[config.mk]
export PLATFORM = sky130hd
export DESIGN_NAME = dvi_video_sequencer
export DESIGN_NICKNAME = d
export VERILOG_FILES = /design/src/rtl/video_pkg.sv /design/src/rtl/btn_debounce.sv /design/src/rtl/dvi_video_sequencer.sv
export SDC_FILE = /design/constraint.sdc
export NUM_CORES = 1
export LEC_CHECK = 0
export ABC_AREA = 1
export ABC_CLOCK_PERIOD_IN_PS = 2700
export CAP_MARGIN = 15
export CORE_MARGIN = 10
export CORE_UTILIZATION = 30
export CTS_CLUSTER_SIZE = 30
export DETAILED_ROUTE_END_ITERATION = 7
export MAX_ROUTING_LAYER = met4
export PLACE_DENSITY = 0.57
export SYNTH_ARGS = -nofsm -noshare
export SYNTH_HDL_FRONTEND = slang
export SYNTH_SLANG_ARGS = --single-unit
[constraint.sdc]
create_clock -name clk_pixel -period 2.7 [get_ports clk_pixel]
set_input_delay 0.54 -clock clk_pixel [delete_from_list [all_inputs] [get_ports clk_pixel]]
set_output_delay 0.54 -clock clk_pixel [all_outputs]
set_load 0.02 [all_outputs]
[src/rtl/video_pkg.sv]
// Shared definitions for the pixel-clock video pipeline control blocks.
`timescale 1ns/1ps
package video_pkg;

    localparam int unsigned FRAME_COUNT_W = 8;

    typedef enum logic [1:0] {
        WAIT_LOCK = 2'd0,
        STABLE    = 2'd1,
        PRIME     = 2'd2,
        ACTIVE    = 2'd3
    } seq_state_t;

endpackage

[src/rtl/btn_debounce.sv]
// Push-button synchroniser and debouncer; emits a 1-cycle pulse per accepted press.
`timescale 1ns/1ps
module btn_debounce #(
    parameter int unsigned C_debounce_bits = 16
) (
    input  logic clk,
    input  logic reset,
    input  logic btn,
    output logic press
);

    logic                       btn_meta;
    logic                       btn_sync;
    logic                       level_q;
    logic                       debounced;
    logic [C_debounce_bits-1:0] stable_cnt;
    logic                       settled;

    assign settled = (stable_cnt == '1);
    // level_q is the level that has been stable for stable_cnt cycles
    assign press   = settled & level_q & ~debounced;

    always_ff @(posedge clk or posedge reset) begin
        if (reset) begin
            btn_meta   <= 1'b0;
            btn_sync   <= 1'b0;
            level_q    <= 1'b0;
            debounced  <= 1'b0;
            stable_cnt <= '0;
        end else begin
            btn_meta <= btn;
            btn_sync <= btn_meta;
            level_q  <= btn_sync;
            if (btn_sync != level_q) begin
                stable_cnt <= '0;
            end else if (!settled) begin
                stable_cnt <= stable_cnt + 1'b1;
            end
            if (settled) begin
                debounced <= level_q;
            end
        end
    end

endmodule

[src/rtl/dvi_video_sequencer.sv]
// Start-up and mode sequencer: PLL lock qualification, blank priming frames,
// and frame-aligned test-picture toggling for the DVI pipeline.
`timescale 1ns/1ps
module dvi_video_sequencer
    import video_pkg::*;
#(
    parameter int unsigned C_lock_wait     = 1024,
    parameter int unsigned C_blank_frames  = 2,
    parameter int unsigned C_debounce_bits = 16
) (
    input  logic                     clk_pixel,
    input  logic                     reset,
    input  logic                     pll_locked,
    input  logic                     btn_mode,
    input  logic                     vga_vsync,
    output logic                     vga_reset,
    output logic                     force_blank,
    output logic                     test_picture,
    output logic [FRAME_COUNT_W-1:0] frame_count,
    output logic [1:0]               state
);

    localparam int unsigned LOCK_W  = $clog2(C_lock_wait);
    localparam int unsigned BLANK_W = $clog2(C_blank_frames + 1);
    localparam logic [LOCK_W-1:0]  LOCK_LAST  = LOCK_W'(C_lock_wait - 1);
    localparam logic [BLANK_W-1:0] BLANK_LAST = BLANK_W'(C_blank_frames - 1);

    seq_state_t         cur;
    seq_state_t         nxt;
    logic               lock_meta;
    logic               lock;
    logic               vsync_q;
    logic               fs;
    logic               press;
    logic               pending;
    logic [LOCK_W-1:0]  lock_cnt;
    logic [BLANK_W-1:0] blank_cnt;

    btn_debounce #(
        .C_debounce_bits(C_debounce_bits)
    ) u_btn_debounce (
        .clk  (clk_pixel),
        .reset(reset),
        .btn  (btn_mode),
        .press(press)
    );

    assign fs          = vga_vsync & ~vsync_q & ~vga_reset;
    assign vga_reset   = (cur == WAIT_LOCK) || (cur == STABLE);
    assign force_blank = (cur != ACTIVE);
    assign state       = cur;

    always_ff @(posedge clk_pixel or posedge reset) begin
        if (reset) begin
            cur <= WAIT_LOCK;
        end else begin
            cur <= nxt;
        end
    end

    always_comb begin
        nxt = cur;
        if (!lock) begin
            nxt = WAIT_LOCK;
        end else begin
            case (cur)
                WAIT_LOCK: nxt = STABLE;
                STABLE:    if (lock_cnt == LOCK_LAST) nxt = PRIME;
                PRIME:     if (fs && (blank_cnt == BLANK_LAST)) nxt = ACTIVE;
                ACTIVE:    nxt = ACTIVE;
            endcase
        end
    end

    always_ff @(posedge clk_pixel or posedge reset) begin
        if (reset) begin
            lock_meta    <= 1'b0;
            lock         <= 1'b0;
            vsync_q      <= 1'b0;
            lock_cnt     <= '0;
            blank_cnt    <= '0;
            frame_count  <= '0;
            pending      <= 1'b0;
            test_picture <= 1'b1;
        end else begin
            lock_meta <= pll_locked;
            lock      <= lock_meta;
            vsync_q   <= vga_vsync;

            lock_cnt <= (cur == STABLE) ? lock_cnt + 1'b1 : '0;

            if (cur != PRIME) begin
                blank_cnt <= '0;
            end else if (fs) begin
                blank_cnt <= blank_cnt + 1'b1;
            end

            if (!lock || (cur != ACTIVE)) begin
                frame_count <= '0;
            end else if (fs) begin
                frame_count <= frame_count + 1'b1;
            end

            // Lock loss outranks a frame start; a press coinciding with fs waits for the next one
            if (!lock) begin
                pending <= 1'b0;
            end else if ((cur == ACTIVE) && fs && pending) begin
                test_picture <= ~test_picture;
                pending      <= 1'b0;
            end else if (press) begin
                pending <= 1'b1;
            end
        end
    end

endmodule
[Word-level counts from Yosys, hierarchy flattened]
Index checks and enable logic that the tools add are counted.
Word-level totals
  output and inout bits: 13
  register bits: 47
Cells by class
  eq/ne operators: 13
  bitwise logic cells: 8
  $add $sub $neg: 4
  reductions and logical operators: 11
  muxes and demuxes: 14
Operator list (number)
  $mux W16: 2
  $add A16 B1 Y16 const B: 1
  $eq A16 B16 Y1 const B: 1
  $mux W8: 2
  $add A10 B1 Y10 const B: 1
  $eq A10 B10 Y1 const B: 1
  $mux W10: 1
  $mux W2: 5
  $add A8 B1 Y8 const B: 1
  $pmux W2 S4: 1
  $ne A2 B2 Y1 const B: 3
  $ne A3 B3 Y1 const B: 2
  $and A1 B1 Y1: 4
  $eq A2 B1 Y1 const B: 2
  $eq A2 B2 Y1 const B: 2
  $not A1 Y1: 4
  $reduce_and A2 Y1: 2
  $reduce_bool A2 Y1: 2
  $logic_and A1 B1 Y1: 3
  $mux W1: 3
  $ne A3 B1 Y1 const B: 1
  $add A2 B1 Y2 const B: 1
  $logic_not A2 Y1: 1
  $logic_or A1 B1 Y1: 2
  2 further kinds: 2

[Logic depth before layout (Yosys ltp)]
Gate-level depths: netlist (run 1).
  depth in word-level cells: 8
  mapped depth: 8
  mapped depth without buffers: 8

[Modules after synthesis]
Synthesis (run 1) repeated with hierarchy kept, for this count alone.
Unflattened totals
  cell total of the unflattened synthesis: 310
  area total of the unflattened synthesis: 2489.9 um^2
Modules (own cells, without submodules)
  dvi_video_sequencer: seq. area each 676.9 um^2, times used 1, cells each 158, area an instance 1313.8 um^2
  btn_debounce: seq. area each 500.5 um^2, times used 1, cells each 152, area an instance 1176.1 um^2

[Worst setup path before layout (run 1)]
OpenSTA, ideal clock, no wires.
  path kind: register to register
  start: register cur[1], in the netlist state[1]
  end: register frame_count[6]
  setup time: 0.118 ns
  data required time: 2.582 ns
  slack: 1.293 ns
  stages on the path, launching flop included: 6
  arrival: 1.289 ns
  path through: dfrtp_1 -> nand2_1 -> nor2_2 -> nand2_1 -> nand4_1 -> nand2_1
Between the ends
  elaborated cells between the ends (all ways): 9
  those cells by class: 2 x eq/ne; 1 x mux; 2 x bitwise; 4 x reduce/logical
RTL lines
  start, declared: RTL line dvi_video_sequencer.sv:28  | seq_state_t cur;
  start signal, assigned: RTL line dvi_video_sequencer.sv:57  | cur <= nxt;
  $ne A2 B2 Y1 *
  via force_blank: RTL line dvi_video_sequencer.sv:17  | output logic force_blank,
  $logic_or A1 B1 Y1 *: RTL line dvi_video_sequencer.sv:98  | if (!lock || (cur != ACTIVE)) begin
  $mux W8 or $reduce_bool A2 Y1 (tied branches)
  end signal, assigned: RTL line dvi_video_sequencer.sv:101  | frame_count <= frame_count + 1'b1;
  end, declared: RTL line dvi_video_sequencer.sv:19  | output logic [FRAME_COUNT_W-1:0] frame_count,
Mark *: on every way through the listed nets, which the timed path passes. The rest lies on a longest branch.
A chain may end at the register's enable or synchronous reset.

[Worst setup path after layout (run 1)]
  start: register cur[1], in the netlist state[1]
  end: output force_blank
Between the ends
  cells in the longest elaborated chain, start to end: 1
RTL lines
  $ne A2 B2 Y1: RTL line dvi_video_sequencer.sv:50  | assign force_blank = (cur != ACTIVE);
  end, declared: RTL line dvi_video_sequencer.sv:17
Every way passes these cells.

==> impl_summary.log, run 1 <==
INFO  metric netlist_area = 0.00238 mm^2
INFO  metric avgSynthCellArea = 8.14 um^2
INFO  metric synth.area.top_cells = sky130_fd_sc_hd__dfrtp_1 48%, sky130_fd_sc_hd__nand2_1 11%, sky130_fd_sc_hd__nor2_1 6.6%, sky130_fd_sc_hd__nand3_1 5.9%, sky130_fd_sc_hd__inv_1 4.9%
INFO  metric first_iter_violations = 104
INFO  metric worstPathArrival = 1.54 ns
INFO  metric path_max_fanout = 6
INFO  metric syn2layout_area_growth = 17.1%
INFO  metric post_cts_resize_count = 0
INFO  metric dieArea = 0.0119 mm^2
INFO  metric globalRoute.totalOverflow = 0
INFO  metric fillCellCount = 798
INFO  metric leakage = 0.00128 uW
INFO  metric combined_area_of_the_multi_input_logic_cells = 0.00106 mm^2
INFO  metric cts.path.max_buffers = 2
INFO  metric stdcell_area = 0.00278 mm^2
INFO  metric place.port_buffers = 17
INFO  metric report.final.setup_viol = 0
INFO  metric chipWidth = 109 um
INFO  metric post-cts-setup-buffer-count = 0
INFO  metric timing.critical_path.from_type = register
INFO  metric place_ws = 0.832 ns
INFO  metric groute.usage.overall = 9.14%
INFO  metric post_drt_wl_per_cell = 11.6 um
INFO  metric criticalPathCategory = register to primary output
INFO  metric synth-seq-area-share = 49.6%
INFO  metric synth-warning-count = 0
INFO  metric cp.required = 2.16 ns
INFO  metric syn_nets = 301
INFO  metric setup_tns = 0 ns
INFO  metric timing.critical_path.buf_inv = 1
INFO  metric hpwlAfterDp = 3.45 mm
INFO  metric cts_hold_buffers = 0
INFO  metric via_count_of_the_first_global_routing_pass = 1,844
INFO  metric timing_max_transition_violations_final = 0
INFO  metric drive_above_1_share = 8.83%
INFO  metric grt_first_pass_wirelength = 8.68 mm
INFO  metric clk_pin_slew_worst_paths = 0.09 ns
INFO  metric synthCells = 292
INFO  metric cts_root_buffer = sky130_fd_sc_hd__clkbuf_8
INFO  metric cp_cell_sequence = nand2_1 -> clkdlybuf4s50_1
INFO  metric tritoncts = yes
INFO  metric wire_length_after_detailed_routing = 4.85 mm
INFO  metric critical_path.max_stage_delay = 0.63 ns
INFO  metric vdd_ir_max = 406 uV
INFO  metric initial_utilization = 30.7%
INFO  metric top_level_ports = 18
INFO  metric placeableCoreArea = 0.00773 mm^2
INFO  metric number_of_cts_inserted_buffers = 5
INFO  metric timing.max_cap.violations = 0
INFO  metric dr_total_vias = 1,927
INFO  metric slew_headroom = 64.7%
INFO  metric final_hold_viol_count = 0
INFO  metric avgViaCountPerCell = 4.60
INFO  metric yosysUniqueCellTypes = 27
INFO  metric gpl.final_weighted_congestion = 0.792
INFO  metric die_height = 109 um
INFO  metric final.setup_skew = 0.00701 ns
INFO  metric n_antenna_cell = 0
INFO  metric std_cell_rows = 32
INFO  metric cpMaxStageDelayCell = sky130_fd_sc_hd__clkdlybuf4s50_1
INFO  metric power_per_cell_area = 553 mW/mm^2
INFO  metric clock.fmax = 481 MHz
INFO  metric drtPass1Iterations = 4
INFO  metric placed_cell_area = 0.00268 mm^2
INFO  metric drc = 0
INFO  metric cts.htree.levels = 2
INFO  metric synthDominantAreaCellType = sky130_fd_sc_hd__dfrtp_1
INFO  metric layout_setup_ws = 0.620 ns
INFO  metric unrepaired_setup_endpoints_after_global_routing = no
INFO  metric grt_max_degree = 25
INFO  metric period_share = 77.0%
INFO  metric worst-slew-pin-transition = 0.529 ns
INFO  metric synth_largest_type_area_fraction = 48.4%
INFO  metric final_net_count = 325
INFO  metric fin_cells = 419
INFO  metric fin_crit = 2.08 ns
INFO  metric status = finished, final reports clean
INFO  metric sequential_cell_area = 0.00118 mm^2
INFO  metric numClockSinks = 47
INFO  metric grt_antenna_before_repair = 0
INFO  metric nature_of_the_critical_path_endpoint = primary output
INFO  metric drtAntennaViolNets = 0
INFO  metric critical-path-top-delay-family = buffers and inverters
INFO  metric clk-insertion-delay-late = 0.30 ns
INFO  metric placed_cells = 411
INFO  metric worstHoldPathType = register to register
INFO  metric synth-seq-cells = 47
## final timing paths
kind | startpoint | to | depth (start not counted) | slack [ns]
max | state[1] | force_blank | 2 | 0.62
min | lock_meta | lock | 0 | 0.35
max reg2reg | u_btn_debounce.stable_cnt[0] | u_btn_debounce.stable_cnt[0] | 8 | 1.09
min reg2reg | lock_meta | lock | 0 | 0.35
max in group asynchronous | reset | test_picture | 3 | 1.52
min in group asynchronous | reset | state[1] | 2 | 0.58
## area by class of cell
type                            count  share of cell area (%)
Clock buffer                        7                    3.46
Tap cell                          102                    4.59
Multi-Input combinational cell    211                    37.9
Sequential cell                    47                    42.3
Timing Repair Buffer               19                    7.10
Clock inverter                      1                   0.270
Inverter                           32                    4.32
## through the flow
stage               total power [uW]  hold WS, ns  utilization (%)
floorplan                        968        0.331                -
global placement                1070        0.331             34.7
detailed placement              1080        0.337             34.7
CTS                             1560        0.358             36.0
global route                    1630        0.366             36.0
finish                          1540        0.355             36.0
## layer usage
metal / vias up / track usage (%) / wire (um)
li1: 998 / - / -
met1: 897 / 12.2 / 2410
met2: 28 / 12.9 / 2170
met3: 4 / 3.01 / 237
met4: 0 / 2.54 / 26
met5: - / - / 0
## registers in the layout (all words and copies together), names as in the netlist, 2 cells and up
name and flops:
lock_cnt 10, frame_count 8, u_btn_debounce.stable_cnt 16, blank_cnt 2
state 2
## cells in the final DEF, fill, tap and decap left out, types with 2 or more instances in the layout
cell type,n
sky130_fd_sc_hd__a21oi_1,14
sky130_fd_sc_hd__clkbuf_8,7
sky130_fd_sc_hd__clkdlybuf4s50_1,17
sky130_fd_sc_hd__dfrtp_1,46
sky130_fd_sc_hd__ha_1,4
sky130_fd_sc_hd__inv_1,30
sky130_fd_sc_hd__inv_2,2
sky130_fd_sc_hd__nand2_1,72
sky130_fd_sc_hd__nand2_2,2
sky130_fd_sc_hd__nand2_4,3
sky130_fd_sc_hd__nand3_1,28
sky130_fd_sc_hd__nand4_1,9
sky130_fd_sc_hd__nor2_1,42
sky130_fd_sc_hd__nor2_2,2
sky130_fd_sc_hd__nor2_4,2
sky130_fd_sc_hd__nor3_1,3
sky130_fd_sc_hd__o21ai_0,13
sky130_fd_sc_hd__o21bai_1,5
sky130_fd_sc_hd__or2_2,3
sky130_fd_sc_hd__xor2_1,2
## where the power goes
part,internal (uW),switching (uW)
clock network,233,247
registers,746,52.8
logic,95.4,165
## Yosys cell counts
cell type	count
sky130_fd_sc_hd__nand2_1	72
sky130_fd_sc_hd__nand2_4	3
sky130_fd_sc_hd__nor2_4	2
sky130_fd_sc_hd__nand4_1	9
sky130_fd_sc_hd__nor2_2	2
sky130_fd_sc_hd__xnor2_1	1
sky130_fd_sc_hd__nand3b_1	1
sky130_fd_sc_hd__xor2_1	2
sky130_fd_sc_hd__o21ai_0	13
sky130_fd_sc_hd__inv_2	1
sky130_fd_sc_hd__xnor2_2	1
sky130_fd_sc_hd__nor2_1	42
sky130_fd_sc_hd__o21ai_1	1
sky130_fd_sc_hd__ha_1	4
sky130_fd_sc_hd__o21bai_1	5
sky130_fd_sc_hd__dfrtp_1	46
sky130_fd_sc_hd__nand3_1	28
sky130_fd_sc_hd__nand3_2	1
sky130_fd_sc_hd__o32ai_1	1
sky130_fd_sc_hd__nor2_8	1
sky130_fd_sc_hd__or2_2	3
sky130_fd_sc_hd__dfstp_2	1
sky130_fd_sc_hd__buf_6	2
sky130_fd_sc_hd__nor3_1	3
sky130_fd_sc_hd__a21oi_1	14
sky130_fd_sc_hd__nand2_2	2
sky130_fd_sc_hd__inv_1	31
## cells by family (layout without fill, tap and decap cells)
group / count (synthesis) / count (layout) / share of synthesized area, %
AND/OR/NAND/NOR: 169 / 169 / 32.7
flip-flops: 47 / 47 / 49.6
AO/OA/AOI/OAI: 34 / 34 / 7.85
buffers and inverters: 34 / 59 / 6.00
adder cells (fa/ha/maj): 4 / 4 / 2.11
XOR/XNOR: 4 / 4 / 1.79
No activity file was read; power rests on OpenSTA's default activity.
==> run 2, diff against run 1 <==
Settings changed: ABC_CLOCK_PERIOD_IN_PS 2700 to 1700, PLACE_DENSITY 0.57 to 0.58.
Clock period 2.7 ns to 1.7 ns, I/O delays scaled along.
==> run 2 against run 1 <==
  * Non-clock buffer count is 8 higher
  * Worst hold slack worse by 0.064 ns
  * Flip-flop and latch count stayed put
  * Largest cell class unchanged
  * Highest routed layer unchanged
==> impl_summary.log, run 2 (synthesis results as in run 1) <==
INFO  metric fin_crit = 1.60 ns
INFO  metric dr_total_vias = 1,933
INFO  metric layout_top_registers = u_btn_debounce.stable_cnt x16, lock_cnt x10, frame_count x8
INFO  metric drive_above_1_share = 10.8%
INFO  metric setup_tns = 0 ns
INFO  metric cts_root_buffer = sky130_fd_sc_hd__clkbuf_8
INFO  metric unrepaired_setup_endpoints_after_global_routing = no
INFO  metric cts.htree.levels = 2
INFO  metric clock_power_share = 28.4%
INFO  metric die_height = 109 um
INFO  metric status = finished, final reports clean
INFO  metric pwr-share-comb = 18.7%
INFO  metric placed_cell_area = 0.00274 mm^2
INFO  metric final.setup_skew = 0.00333 ns
INFO  metric report.final.setup_viol = 0
INFO  metric timing.max_cap.violations = 0
INFO  metric period_share = 93.9%
INFO  metric avgViaCountPerCell = 4.53
INFO  metric syn2layout_area_growth = 18.8%
INFO  metric drtAntennaViolNets = 0
INFO  metric worst-slew-pin-transition = 0.306 ns
INFO  metric post-cts-setup-buffer-count = 0
INFO  metric globalRoute.totalOverflow = 0
INFO  metric cp.required = 1.36 ns
INFO  metric numClockSinks = 47
INFO  metric n_antenna_cell = 0
INFO  metric leakage = 0.00142 uW
INFO  metric via_count_of_the_first_global_routing_pass = 1,939
INFO  metric vdd_ir_max = 487 uV
INFO  metric commonest_cells_after_routing_fill_and_taps_aside = 72 x sky130_fd_sc_hd__nand2_1, 46 x sky130_fd_sc_hd__dfrtp_1, 42 x sky130_fd_sc_hd__nor2_1
INFO  metric drtPass1Iterations = 4
INFO  metric worstSetupStartpoint = state[0]
INFO  metric stdcell_area = 0.00282 mm^2
INFO  metric max_layer_used = met4
INFO  metric final_hold_viol_count = 0
INFO  metric drc = 0
INFO  metric number_of_cts_inserted_buffers = 5
INFO  metric gpl.final_weighted_congestion = 0.814
INFO  metric clk_pin_slew_worst_paths = 0.09 ns
INFO  metric post_drt_wl_per_cell = 11.0 um
INFO  metric largest-register = u_btn_debounce.stable_cnt
INFO  metric place.port_buffers = 17
INFO  metric chipWidth = 109 um
INFO  metric cts.path.max_buffers = 2
INFO  metric first_iter_violations = 72
INFO  metric slew_headroom = 79.5%
INFO  metric clk-insertion-delay-late = 0.30 ns
INFO  metric sum_of_routed_wire_segments_on_met1 = 2.41 mm
INFO  metric wl_met3 = 166 um
INFO  metric net-switching-power = 730 uW
INFO  metric tritoncts = yes
INFO  metric holdWs = 0.291 ns
INFO  metric largest_register_ffs = 16
INFO  metric grt_antenna_before_repair = 0
INFO  metric mostFrequentLayoutCell = sky130_fd_sc_hd__nand2_1
INFO  metric wl_met2 = 2.09 mm
INFO  metric regToRegStartpoint = u_btn_debounce.stable_cnt[1]
INFO  metric nature_of_the_critical_path_endpoint = primary output
INFO  metric std_cell_rows = 32
INFO  metric worstHoldPathType = primary input to async pin
INFO  metric worstPathArrival = 1.26 ns
INFO  metric grt_first_pass_wirelength = 8.65 mm
INFO  metric top_level_ports = 18
INFO  metric groute.usage.overall = 9.00%
INFO  metric grt_max_degree = 24
INFO  metric dieArea = 0.0119 mm^2
INFO  metric timing_max_transition_violations_final = 0
INFO  metric placeableCoreArea = 0.00773 mm^2
INFO  metric sw_frac_of_total = 30.8%
INFO  metric timing.critical_path.from_type = register
INFO  metric fillCellCount = 798
INFO  metric final_net_count = 333
INFO  metric power_frac_seq = 52.9%
INFO  metric power_report.internal_total = 1640 uW
INFO  metric hpwlAfterDp = 3.56 mm
INFO  metric initial_utilization = 30.7%
INFO  metric criticalPathCategory = register to primary output
INFO  metric clock.fmax = 626 MHz
INFO  metric wire_length_after_detailed_routing = 4.70 mm
INFO  metric power_per_cell_area = 840 mW/mm^2
INFO  metric path_max_fanout = 6
INFO  metric postLayoutCoreUtil = 36.5%
[run 2: area by class of cell]
class	count	area (um^2)	share of cell area [%]
clock buffer	6	72.6	2.57
inverter	32	120	4.26
tap	102	128	4.52
timing repair buffer	27	256	9.09
clock inverter	2	12.5	0.443
multi-input combinational	211	1060	37.4
sequential	47	1180	41.7
[run 2: per-layer routing]
metal	vias to the layer above	global-route usage, %
met5	-	-
met4	0	2.54
met3	4	2.36
met2	21	13.2
met1	899	11.9
li1	1009	-
[run 2: metrics by stage]
step / total power (uW) / setup WS, ns / std cells
detailed placement: 1750 / 0.0706 / 419
CTS: 2410 / 0.00552 / 427
global placement: 1750 / 0.113 / 419
finish: 2370 / 0.103 / 427
floorplan: 1540 / 0.246 / 292
global route: 2520 / 0.0389 / 427
[run 2: power groups by stage]
stage                     registers (uW)  logic, uW  clock network [uW]
final                               1250        444                 673
after floorplan                     1300        241                   0
after CTS                           1250        454                 703
after global placement              1270        480                   0
after global routing                1260        508                 747
after detailed placement            1270        477                   0
[run 2: repair_timing]
item                       4_1_cts  5_1_grt
cloned                           0        0
hold buffers                     0        0
resized for setup                9        4
setup endpoints to repair        9        4
pin swaps                        0        0
[run 2: final timing paths]
kind	slack [ns]	end	cells past startpoint
worst max-delay path	0.10	force_blank	2
worst max register to register	0.25	u_btn_debounce.stable_cnt[0]	8
worst min-delay path	0.29	u_btn_debounce.stable_cnt[14]	2
worst min register to register	0.36	lock	0
min in group clk_pixel	0.36	lock	0
max in group asynchronous	0.92	u_btn_debounce.stable_cnt[1]	3
[run 2: critical path, cell delays in order, from the launching register on]
cell	delay [ns]
sky130_fd_sc_hd__dfrtp_1	0.45
sky130_fd_sc_hd__nand2_1	0.15
sky130_fd_sc_hd__dlygate4sd2_1	0.36
==> run 3, diff against run 2 <==
Settings changed: SYNTH_HIERARCHICAL from default to 1.
==> run 3 against run 2 <==
  * Synthesized cell count rose by 6.2%
  * Sequential power about the same
  * Cell area rose by 5.0%
  * Clock skew increased by 0.0095 ns
  * Final cell count increased by 4.9%
  * First-iteration DRC count is 19% higher
  * Synthesized area up 4.8%
  * Highest routed layer unchanged
==> impl_summary.log, run 3 <==
INFO  metric synthCells = 310
INFO  metric clk_pin_slew_worst_paths = 0.10 ns
INFO  metric synth_edf_count = 0
INFO  metric vdd_ir_max = 424 uV
INFO  metric worstPathArrival = 1.21 ns
INFO  metric gpl.final_weighted_congestion = 0.798
INFO  metric synthXorXnorAreaFrac = 1.81%
INFO  metric synth-seq-cells = 47
INFO  metric placeableCoreArea = 0.00813 mm^2
INFO  metric avgViaCountPerCell = 4.51
INFO  metric timing.max_cap.violations = 0
INFO  metric drive_above_1_share = 16.6%
INFO  metric layout_top_registers = u_btn_debounce/stable_cnt x16, lock_cnt x10, frame_count x8
INFO  metric global_route.usage.met2 = 12.8%
INFO  metric power_per_cell_area = 858 mW/mm^2
INFO  metric numClockSinks = 47
INFO  metric synth_largest_type_area_fraction = 46.2%
INFO  metric cts.path.max_buffers = 2
INFO  metric groute.usage.overall = 8.60%
INFO  metric path_max_fanout = 5
INFO  metric std_cell_rows = 33
INFO  metric criticalPathCategory = register to primary output
INFO  metric grt_max_degree = 28
INFO  metric final_hold_viol_count = 0
INFO  metric reg2reg_slack = 0.19 ns
INFO  metric wire_length_after_detailed_routing = 4.99 mm
INFO  metric tritoncts = yes
INFO  metric slew_headroom = 76.8%
INFO  metric synthTopCellsByCount = 78 x sky130_fd_sc_hd__nand2_1, 46 x sky130_fd_sc_hd__dfrtp_1, 39 x sky130_fd_sc_hd__nor2_1
INFO  metric dr_total_vias = 2,021
INFO  metric synthArstFlopShare = 100%
INFO  metric period_share = 91.3%
INFO  metric clk-insertion-delay-late = 0.31 ns
INFO  metric number_of_cts_inserted_buffers = 5
INFO  metric reg2reg_to = u_btn_debounce/stable_cnt[14]
INFO  metric commonest_cells_after_routing_fill_and_taps_aside = 78 x sky130_fd_sc_hd__nand2_1, 46 x sky130_fd_sc_hd__dfrtp_1, 39 x sky130_fd_sc_hd__nor2_1
INFO  metric globalRoute.totalOverflow = 0
INFO  metric drc = 0
INFO  metric worst-slew-pin-transition = 0.349 ns
INFO  metric post_synthesis_adder_cell_area_fraction = 2.01%
INFO  metric drtAntennaViolNets = 0
INFO  metric drtPass1Iterations = 5
INFO  metric grt_first_pass_wirelength = 9.00 mm
INFO  metric synth.area.top_cells = sky130_fd_sc_hd__dfrtp_1 46%, sky130_fd_sc_hd__nand2_1 12%, sky130_fd_sc_hd__nand3_1 6.2%, sky130_fd_sc_hd__nor2_1 5.9%, sky130_fd_sc_hd__inv_1 4.7%
INFO  metric yosysUniqueCellTypes = 29
INFO  metric largest_register_ffs = 16
INFO  metric regToRegStartpoint = u_btn_debounce/stable_cnt[0]
INFO  metric gr-usage-met3 = 2.11%
INFO  metric report.final.setup_viol = 0
INFO  metric place.port_buffers = 17
INFO  metric synth_flop_cell = sky130_fd_sc_hd__dfrtp_1
INFO  metric largest-register = u_btn_debounce/stable_cnt
INFO  metric top_level_ports = 18
INFO  metric hold-path-endpoint = u_btn_debounce/btn_sync
INFO  metric mostFrequentLayoutCell = sky130_fd_sc_hd__nand2_1
INFO  metric hpwlAfterDp = 3.62 mm
INFO  metric cp.required = 1.36 ns
INFO  metric post_synth_and_or_nand_nor_area_fraction = 36.9%
INFO  metric post_drt_wl_per_cell = 11.1 um
INFO  metric final_net_count = 351
INFO  metric setup_tns = 0 ns
INFO  metric netlist_area = 0.00249 mm^2
INFO  metric status = finished, final reports clean
INFO  metric synth-seq-area-share = 47.3%
INFO  metric dieArea = 0.0123 mm^2
INFO  metric cts_hold_buffers = 0
INFO  metric n_antenna_cell = 0
INFO  metric cts_root_buffer = sky130_fd_sc_hd__clkbuf_8
INFO  metric yosys.cell_count.top_type = sky130_fd_sc_hd__nand2_1
INFO  metric gr-usage-met1 = 10.9%
INFO  metric nature_of_the_critical_path_endpoint = primary output
INFO  metric syn_nets = 319
INFO  metric clock.fmax = 645 MHz
INFO  metric first_iter_violations = 86
INFO  metric synth-warning-count = 6
INFO  metric cts.htree.levels = 2
INFO  metric avgSynthCellArea = 8.03 um^2
INFO  metric fin_crit = 1.55 ns
INFO  metric synth_top_family_by_area = simple AND/OR/NAND/NOR gates
INFO  metric synth.area.mux_share = 0%
INFO  metric leakage = 0.00146 uW
INFO  metric grt_antenna_before_repair = 0
INFO  metric r2r_cells = 8
INFO  metric via_count_of_the_first_global_routing_pass = 1,972
INFO  metric synthDominantAreaCellType = sky130_fd_sc_hd__dfrtp_1
INFO  metric final.setup_skew = 0.0128 ns
INFO  metric synth_compound_gate_area_share = 5.53%
INFO  metric syn2layout_area_growth = 19.0%
INFO  metric timing.critical_path.from_type = register
INFO  metric worstHoldPathType = register to register
INFO  metric chipWidth = 111 um
INFO  metric grt.busiest_layer = met2
INFO  metric stdcell_area = 0.00296 mm^2
INFO  metric placed_cell_area = 0.00282 mm^2
INFO  metric worstHoldStart = u_btn_debounce/btn_meta
INFO  metric hold-path-cell-count = 0
INFO  metric die_height = 111 um
INFO  metric timing_max_transition_violations_final = 0
INFO  metric unrepaired_setup_endpoints_after_global_routing = no
INFO  metric initial_utilization = 30.6%
## run 3: changes by cell type after synthesis, sizes merged, moves of 2 or more
| cell | change |
|---|---|
| inv | +2 |
| nand3 | +4 |
| nor3 | +2 |
| or2 | +3 |
| o21bai | -3 |
| nor2 | -3 |
| a21oi | -4 |
| nand2 | +18 |
## run 3: worst max-delay path by stage
stage / startpoint / end / slack, ns / cells past startpoint
finish: state[1] / vga_reset / 0.15 / 2
global route: u_btn_debounce/stable_cnt[1] / pending / 0.02 / 9
CTS: frame_count[1] / frame_count[1] / 0.003 / 1
detailed placement: vga_vsync / frame_count[3] / 0.09 / 8
global placement: vga_vsync / frame_count[3] / 0.13 / 8
floorplan: u_btn_debounce/stable_cnt[0] / pending / 0.24 / 9
## run 3: cells by family after synthesis
| family | Yosys count |
|---|---|
| and+or+nand+nor | 193 |
| DFF | 47 |
| buffers and inverters | 37 |
| AOI/OAI and AO/OA | 26 |
| adders and majority gates | 4 |
| xor gates and xnor gates | 3 |
## run 3: layer usage
| layer | share of wire [%] | up-vias |
|---|---|---|
| met3 | 2.5 | 4 |
| met4 | 1.5 | 0 |
| met1 | 51 | 940 |
| met2 | 45 | 23 |
| met5 | 0 | - |
| li1 | - | 1054 |
## run 3: report_power, final
| group | total, uW | leakage, uW | internal (uW) | switching (uW) |
|---|---|---|---|---|
| clock network | 865 | 0.0000548 | 444 | 421 |
| registers | 1250 | 0.000632 | 1180 | 72.9 |
| logic | 426 | 0.000770 | 161 | 265 |
| total | 2540 | 0.00146 | 1780 | 759 |
## run 3: per-stage QoR
| stage | cells | util [%] | setup slack (ns) | total power, uW | hold WS (ns) |
|---|---|---|---|---|---|
| floorplan | 310 | - | 0.245 | 1550 | 0.304 |
| global placement | 437 | 34.6 | 0.133 | 1710 | 0.339 |
| detailed placement | 437 | 34.6 | 0.0877 | 1720 | 0.345 |
| CTS | 445 | 35.9 | 0.00324 | 2570 | 0.365 |
| global route | 448 | 36.4 | 0.0194 | 2680 | 0.382 |
| finish | 448 | 36.4 | 0.149 | 2540 | 0.360 |
## run 3: final cells by class
class | count | area [um^2]
multi-input combinational | 226 | 1160
sequential | 47 | 1180
clock inverter | 3 | 46.3
fill | 839 | 5170
clock buffer | 5 | 68.8
inverter | 34 | 128
timing repair buffer | 28 | 248
tap | 105 | 131
## run 3: repair_timing
item,in CTS,in global routing
endpoints found under the setup margin,10,4
resized for setup,10,6
buffers inserted,0,3
pin swaps,0,0
## run 3: critical path, cell delays in order (launching register included)
cell	delay (ns)
sky130_fd_sc_hd__dfrtp_1	0.44
sky130_fd_sc_hd__inv_1	0.11
sky130_fd_sc_hd__dlygate4sd2_1	0.34
